**src/rtl/lsu_pkg.sv**
```systemverilog
// Shared types and constants for the load/store unit.
package lsu_pkg;

  typedef enum logic [1:0] {
    IDLE   = 2'd0,
    ACCESS = 2'd1,
    RESP   = 2'd2
  } lsu_state_t;

  typedef enum logic [1:0] {
    CAUSE_NONE       = 2'b00,
    CAUSE_MISALIGNED = 2'b01,
    CAUSE_TIMEOUT    = 2'b10,
    CAUSE_ILLEGAL    = 2'b11
  } lsu_cause_t;

  localparam logic [2:0] F3_B  = 3'b000;
  localparam logic [2:0] F3_H  = 3'b001;
  localparam logic [2:0] F3_W  = 3'b010;
  localparam logic [2:0] F3_BU = 3'b100;
  localparam logic [2:0] F3_HU = 3'b101;

endpackage

```
**src/rtl/lsu_align.sv**
```systemverilog
// Combinational lane logic: store-data replication, load-data lane select
// with sign/zero extension, and legality/alignment classification.
module lsu_align
  import lsu_pkg::*;
(
  input  logic [2:0]  i_funct3,
  input  logic [1:0]  i_off,
  input  logic        i_store,
  input  logic [31:0] i_wdata,
  input  logic [31:0] i_rdata,
  output logic [31:0] o_wdata,
  output logic [31:0] o_rdata,
  output logic        o_misaligned,
  output logic        o_illegal
);

  logic [7:0]  w_byte;
  logic [15:0] w_half;
  logic        w_f3_ok;

  // Pick the addressed byte/halfword from the returned word, then extend.
  always_comb begin
    w_byte = i_rdata[7:0];
    case (i_off)
      2'd0:    w_byte = i_rdata[7:0];
      2'd1:    w_byte = i_rdata[15:8];
      2'd2:    w_byte = i_rdata[23:16];
      default: w_byte = i_rdata[31:24];
    endcase
    w_half  = i_off[1] ? i_rdata[31:16] : i_rdata[15:0];
    o_rdata = i_rdata;
    case (i_funct3)
      F3_B:    o_rdata = {{24{w_byte[7]}}, w_byte};
      F3_BU:   o_rdata = {24'h0, w_byte};
      F3_H:    o_rdata = {{16{w_half[15]}}, w_half};
      F3_HU:   o_rdata = {16'h0, w_half};
      default: o_rdata = i_rdata;
    endcase
  end

  // Replicate store data across every lane it could land in.
  always_comb begin
    o_wdata = i_wdata;
    case (i_funct3[1:0])
      2'b00:   o_wdata = {4{i_wdata[7:0]}};
      2'b01:   o_wdata = {2{i_wdata[15:0]}};
      default: o_wdata = i_wdata;
    endcase
  end

  // Classify the request; stores have no unsigned variants.
  always_comb begin
    w_f3_ok = (i_funct3 == F3_B)  || (i_funct3 == F3_H) || (i_funct3 == F3_W) ||
              (i_funct3 == F3_BU) || (i_funct3 == F3_HU);
    o_illegal    = !w_f3_ok || (i_store && i_funct3[2]);
    o_misaligned = ((i_funct3[1:0] == 2'b01) && i_off[0]) ||
                   ((i_funct3[1:0] == 2'b10) && (i_off != 2'b00));
  end

endmodule

```
**src/rtl/lsu.sv**
```systemverilog
// Load/store unit: accepts one execute-stage memory op, runs it on the
// dmem interface with a timeout, and returns a one-cycle writeback pulse.
// Handshake: a request is taken on a rising edge where ex_valid && ex_ready;
// ex_ready is high only in IDLE, and dmem_drdy is honoured only in ACCESS.
module lsu
  import lsu_pkg::*;
#(
  parameter int TIMEOUT_CYCLES = 64,
  parameter int CNT_W          = 7
) (
  input  logic        clk,
  input  logic        rst,
  input  logic        ex_valid,
  input  logic        ex_load,
  input  logic        ex_store,
  input  logic [2:0]  ex_funct3,
  input  logic [31:0] ex_addr,
  input  logic [31:0] ex_wdata,
  output logic        ex_ready,
  output logic        stall,
  output logic        wb_valid,
  output logic [31:0] wb_rdata,
  output logic        wb_fault,
  output logic [1:0]  wb_cause,
  output logic [31:0] dmem_addr,
  output logic [31:0] dmem_wdata,
  output logic        dmem_read,
  output logic        dmem_write,
  output logic        dmem_rdu,
  output logic        dmem_byte,
  output logic        dmem_hwrd,
  output logic        dmem_wrd,
  input  logic        dmem_drdy,
  input  logic [31:0] dmem_rdata,
  output lsu_state_t  o_dbg_state
);

  lsu_state_t       r_state;
  logic [CNT_W-1:0] r_cnt;
  logic [2:0]       r_funct3;
  logic             r_is_load;
  logic [31:0]      r_addr;
  logic [31:0]      r_wdata;
  logic             r_read, r_write, r_rdu, r_byte, r_hwrd, r_wrd;
  logic             r_wb_valid, r_wb_fault;
  logic [31:0]      r_wb_rdata;
  lsu_cause_t       r_wb_cause;

  logic [2:0]       w_f3;
  logic [1:0]       w_off;
  logic [31:0]      w_wdata_rep;
  logic [31:0]      w_rdata_ext;
  logic             w_misaligned;
  logic             w_illegal;
  logic             w_bad_kind;

  // In IDLE the lane logic classifies the incoming request; afterwards it
  // extracts read data for the registered request.
  assign w_f3       = (r_state == IDLE) ? ex_funct3 : r_funct3;
  assign w_off      = (r_state == IDLE) ? ex_addr[1:0] : r_addr[1:0];
  assign w_bad_kind = (ex_load == ex_store);

  lsu_align u_align (
    .i_funct3     (w_f3),
    .i_off        (w_off),
    .i_store      (ex_store),
    .i_wdata      (ex_wdata),
    .i_rdata      (dmem_rdata),
    .o_wdata      (w_wdata_rep),
    .o_rdata      (w_rdata_ext),
    .o_misaligned (w_misaligned),
    .o_illegal    (w_illegal)
  );

  // Request/response FSM with registered dmem strobes and writeback outputs.
  always_ff @(posedge clk) begin
    if (rst) begin
      r_state    <= IDLE;
      r_cnt      <= '0;
      r_funct3   <= 3'b000;
      r_is_load  <= 1'b0;
      r_addr     <= 32'h0;
      r_wdata    <= 32'h0;
      r_read     <= 1'b0;
      r_write    <= 1'b0;
      r_rdu      <= 1'b0;
      r_byte     <= 1'b0;
      r_hwrd     <= 1'b0;
      r_wrd      <= 1'b0;
      r_wb_valid <= 1'b0;
      r_wb_fault <= 1'b0;
      r_wb_rdata <= 32'h0;
      r_wb_cause <= CAUSE_NONE;
    end else begin
      case (r_state)
        IDLE: begin
          if (ex_valid) begin
            if (w_bad_kind || w_illegal) begin
              r_state    <= RESP;
              r_wb_valid <= 1'b1;
              r_wb_fault <= 1'b1;
              r_wb_cause <= CAUSE_ILLEGAL;
            end else if (w_misaligned) begin
              r_state    <= RESP;
              r_wb_valid <= 1'b1;
              r_wb_fault <= 1'b1;
              r_wb_cause <= CAUSE_MISALIGNED;
            end else begin
              r_state   <= ACCESS;
              r_cnt     <= '0;
              r_funct3  <= ex_funct3;
              r_is_load <= ex_load;
              r_addr    <= ex_addr;
              r_wdata   <= ex_store ? w_wdata_rep : 32'h0;
              r_read    <= ex_load;
              r_write   <= ex_store;
              r_rdu     <= ex_funct3[2];
              r_byte    <= (ex_funct3[1:0] == 2'b00);
              r_hwrd    <= (ex_funct3[1:0] == 2'b01);
              r_wrd     <= (ex_funct3[1:0] == 2'b10);
            end
          end
        end
        ACCESS: begin
          if (dmem_drdy || (r_cnt == CNT_W'(TIMEOUT_CYCLES - 1))) begin
            r_state    <= RESP;
            r_read     <= 1'b0;
            r_write    <= 1'b0;
            r_rdu      <= 1'b0;
            r_byte     <= 1'b0;
            r_hwrd     <= 1'b0;
            r_wrd      <= 1'b0;
            r_wb_valid <= 1'b1;
            if (dmem_drdy) begin
              r_wb_rdata <= r_is_load ? w_rdata_ext : 32'h0;
            end else begin
              r_wb_fault <= 1'b1;
              r_wb_cause <= CAUSE_TIMEOUT;
            end
          end else begin
            r_cnt <= r_cnt + CNT_W'(1);
          end
        end
        RESP: begin
          r_state    <= IDLE;
          r_wb_valid <= 1'b0;
          r_wb_fault <= 1'b0;
          r_wb_rdata <= 32'h0;
          r_wb_cause <= CAUSE_NONE;
        end
        default: r_state <= IDLE;
      endcase
    end
  end

  assign ex_ready    = (r_state == IDLE);
  assign stall       = !ex_ready;
  assign wb_valid    = r_wb_valid;
  assign wb_rdata    = r_wb_rdata;
  assign wb_fault    = r_wb_fault;
  assign wb_cause    = r_wb_cause;
  assign dmem_addr   = r_addr;
  assign dmem_wdata  = r_wdata;
  assign dmem_read   = r_read;
  assign dmem_write  = r_write;
  assign dmem_rdu    = r_rdu;
  assign dmem_byte   = r_byte;
  assign dmem_hwrd   = r_hwrd;
  assign dmem_wrd    = r_wrd;
  assign o_dbg_state = r_state;

endmodule
```
**config.mk**
```make
export PLATFORM = sky130hd
export DESIGN_NAME = lsu
export DESIGN_NICKNAME = d
export VERILOG_FILES = /design/src/rtl/lsu_pkg.sv /design/src/rtl/lsu_align.sv /design/src/rtl/lsu.sv
export SDC_FILE = /design/constraint.sdc
export NUM_CORES = 1
export LEC_CHECK = 0
export BUFFER_PORTS_ARGS = -buffer_cell sky130_fd_sc_hd__buf_2
export CAP_MARGIN = 20
export CORE_ASPECT_RATIO = 1.2
export CORE_MARGIN = 1
export CORE_UTILIZATION = 55
export CTS_BUF_LIST = sky130_fd_sc_hd__clkbuf_4 sky130_fd_sc_hd__clkbuf_8
export CTS_CLUSTER_DIAMETER = 50
export CTS_CLUSTER_SIZE = 16
export DETAILED_ROUTE_END_ITERATION = 6
export PLACE_DENSITY = 0.87
export SLEW_MARGIN = 10
export SYNTH_ARGS = -nofsm -noshare
export SYNTH_HDL_FRONTEND = slang
export SYNTH_HIERARCHICAL = 1
export SYNTH_SLANG_ARGS = --single-unit
export TNS_END_PERCENT = 5
```
**constraint.sdc**
```tcl
create_clock -name clk -period 8.9 [get_ports clk]
set_input_delay 0.445 -clock clk [delete_from_list [all_inputs] [get_ports clk]]
set_output_delay 0.445 -clock clk [all_outputs]
set_load 0.1 [all_outputs]
```
==> flow_summary.json <==
{
  "maxSlewHeadroom": 0.382,
  "cp-start-kind": "flop",
  "start_util": 0.576,
  "post-route-drc-count": 0,
  "async_reset_ff_frac": 0,
  "max_clock_freq_ghz": 0.241,
  "finalClockSkew_ns": 0.00858,
  "arrival_ns": 4.44,
  "ys.flop_type": "dfxtp_1",
  "dpl.hpwl_um": 11400,
  "switchingPower_uw": 762,
  "power_frac_seq": 0.325,
  "nets": 1027,
  "fin_area_sq_um": 7250,
  "avgSynthCellArea_sq_um": 7.80,
  "holdBufCountCts": 0,
  "ant_nets": 0,
  "n_antenna_cell": 0,
  "synth_warnings": 6,
  "wl_um": 17200,
  "grt_pass1_wl_um": 26400,
  "critPathMaxFanout": 58,
  "viasPerCell": 5.80,
  "synth_area_sq_um": 5850,
  "synthSimpleGateAreaFrac": 0.227,
  "drtIter0Drc": 415,
  "firstDrtPassIters": 5,
  "htreeDepth": 4,
  "outcome": "complete, no violations",
  "clock_latency_ns": 0.44,
  "tns_ns": 0,
  "power_frac_clock": 0.294,
  "p_int_uw": 1030,
  "end_kind": "flop",
  "die_h_um": 115,
  "vias": 6124,
  "period_share": 0.465,
  "rows": 40,
  "setup_viol": 0,
  "synth_top_family_by_area": "simple AND/OR/NAND/NOR gates",
  "p_per_area_nw_per_um2": 247,
  "synthMuxAreaShare": 0.0785,
  "final.fill_count": 842,
  "wire_per_inst_um": 16.3,
  "synthAdderAreaFrac": 0.0107,
  "critical_path_class": "reg -> reg",
  "grt_pass1_vias": 5521,
  "grt-ovfl-total": 0,
  "worstHoldPathType": "in -> reg",
  "synth_xor_area_frac": 0.00299,
  "cts_setup_buffers": 0,
  "cts_buffer_depth": 2,
  "fin_crit_ns": 4.14,
  "grt_max_degree": 115,
  "grt_usage": 0.309,
  "worst_pin_slew_ns": 0.926,
  "p_leak_uw": 0.00314,
  "combPwrFrac": 0.381,
  "synth_compound_area_frac": 0.207,
  "placed_area_sq_um": 6780,
  "maxCapViolations": 0,
  "drive_gt1_frac": 0.306,
  "core_area_sq_um": 10200,
  "ir_drop_mv": 0.163,
  "globalplace.congestion": 0.942,
  "ys_types": 50,
  "multi_input_area_sq_um": 3100,
  "syn2layout_area_growth_pct": 24.0,
  "synthCells": 750,
  "cts.clk_slew.worst_paths_ns": 0.08,
  "die_area_sq_um": 11100,
  "ys_seq_area_frac": 0.407,
  "die_w_um": 96.1,
  "ioPinCount": 215,
  "ys_ff_latch": 119,
  "antenna_found_initial": 0,
  "hold_violations": 0,
  "rsz0062_at_grt": "no",
  "ff_latch_area_sq_um": 2380,
  "cts_made_buffers": 17,
  "cp.required_ns": 9.19,
  "slew_viol_final": 0,
  "io_buffers": 214,
  "syn_nets": 860,
  "synth-edff-count": 0,
  "clock_sinks": 119,
  "ctsResizeCount": 0,
  "sw_frac_of_total": 0.425,
  "cts_tree": "done",
  "root_buffer": "clkbuf_8"
}
==> worst max-delay path: stages (launching register included) <==
cell and delay (ns):
dfxtp_1 0.41, inv_1 0.09, ha_1 0.33, mux2_2 0.90
inv_1 0.48, o31ai_1 0.40, nand4bb_1 0.28, nand2b_2 0.31
buf_4 0.53, or4_1 0.19, a21oi_1 0.06
==> worst paths after layout <==
path             startpoint       endpoint  depth (start not counted)  slack, ns
min             ex_addr[26]  dmem_addr[26]                          3       0.24
min reg2reg        r_cnt[6]       r_cnt[6]                          2       0.45
max reg2reg  o_dbg_state[1]      dmem_byte                         10       4.76
max          o_dbg_state[1]      dmem_byte                         10       4.76
==> cell type report <==
| type | instances | area share |
|---|---|---|
| multi-input combinational | 546 | 0.427 |
| sequential | 119 | 0.329 |
| timing repair buffer | 219 | 0.156 |
| clock buffer | 19 | 0.0361 |
| clock inverter | 13 | 0.0235 |
| tap | 126 | 0.0217 |
| inverter | 14 | 0.00725 |
==> power groups by stage <==
stage	combinational, uW	clock [uW]	sequential (uW)
6_report	683	526	582
5_1_grt	722	559	585
4_1_cts	674	533	582
3_5_place_dp	669	0	593
3_3_place_gp	664	0	592
2_1_floorplan	339	0	808
==> state kept, by name, summed over array words and instances (netlist names) <==
name,cells
wb_valid,1
o_dbg_state,2
wb_rdata,32
r_funct3,3
dmem_wrd,1
dmem_rdu,1
dmem_hwrd,1
r_cnt,7
dmem_write,1
r_is_load,1
wb_cause,2
wb_fault,1
dmem_read,1
dmem_addr,32
dmem_byte,1
dmem_wdata,32
==> metal layers <==
layer	routed length, um	up-vias	track usage
met1	6720	2790	0.381
met4	692	0	0.166
met5	0	-	0
met3	1560	54	0.0899
met2	8220	331	0.482
li1	-	2949	-
==> logic make-up (layout without fill, tap and decap cells) <==
family,count (synthesis),in the layout
buffers and inverters,85,265
and+or+nand+nor,303,303
muxes,34,34
xor gates and xnor gates,2,2
adders and majority gates,5,5
DFF,119,119
AOI/OAI and AO/OA,202,202
==> cells in the final DEF (no fill, tap or decap), types with 4 or more instances in the layout <==
cell type	n
buf_2	213
nand2_1	190
a21oi_1	120
dfxtp_1	119
nand3_1	66
o21ai_0	22
nor2_1	19
clkbuf_8	19
mux2_2	15
inv_1	13
a311oi_1	10
a22o_1	10
mux2i_1	10
a221o_1	9
o22ai_1	8
mux4_2	8
nor2b_1	6
clkinvlp_4	6
ha_1	5
buf_4	4
==> synthesized netlist by cell type, types with 9 or more instances <==
cell type	count	area share
nand2_1	190	0.12
a21oi_1	120	0.10
dfxtp_1	119	0.41
nand3_1	66	0.056
clkbuf_1	33	0.021
buf_2	22	0.019
o21ai_0	22	0.019
nor2_1	20	0.013
mux2_2	15	0.029
inv_1	13	0.0083
buf_4	11	0.014
mux2i_1	11	0.019
a22o_1	10	0.015
a311oi_1	10	0.015
a221o_1	9	0.015
==> per-stage QoR <==
stage          hold WS, ns  setup WS [ns]  instances   util  power [uW]
5_1_grt              0.224           4.45       1056  0.714        1870
2_1_floorplan        0.416           4.72        750      -        1150
6_report             0.237           4.76       1056  0.714        1790
4_1_cts              0.218           4.77       1054  0.710        1790
3_5_place_dp         0.436           4.80       1022  0.668        1260
3_3_place_gp         0.426           4.87       1022  0.668        1260
No activity file was read; power rests on OpenSTA's default activity.
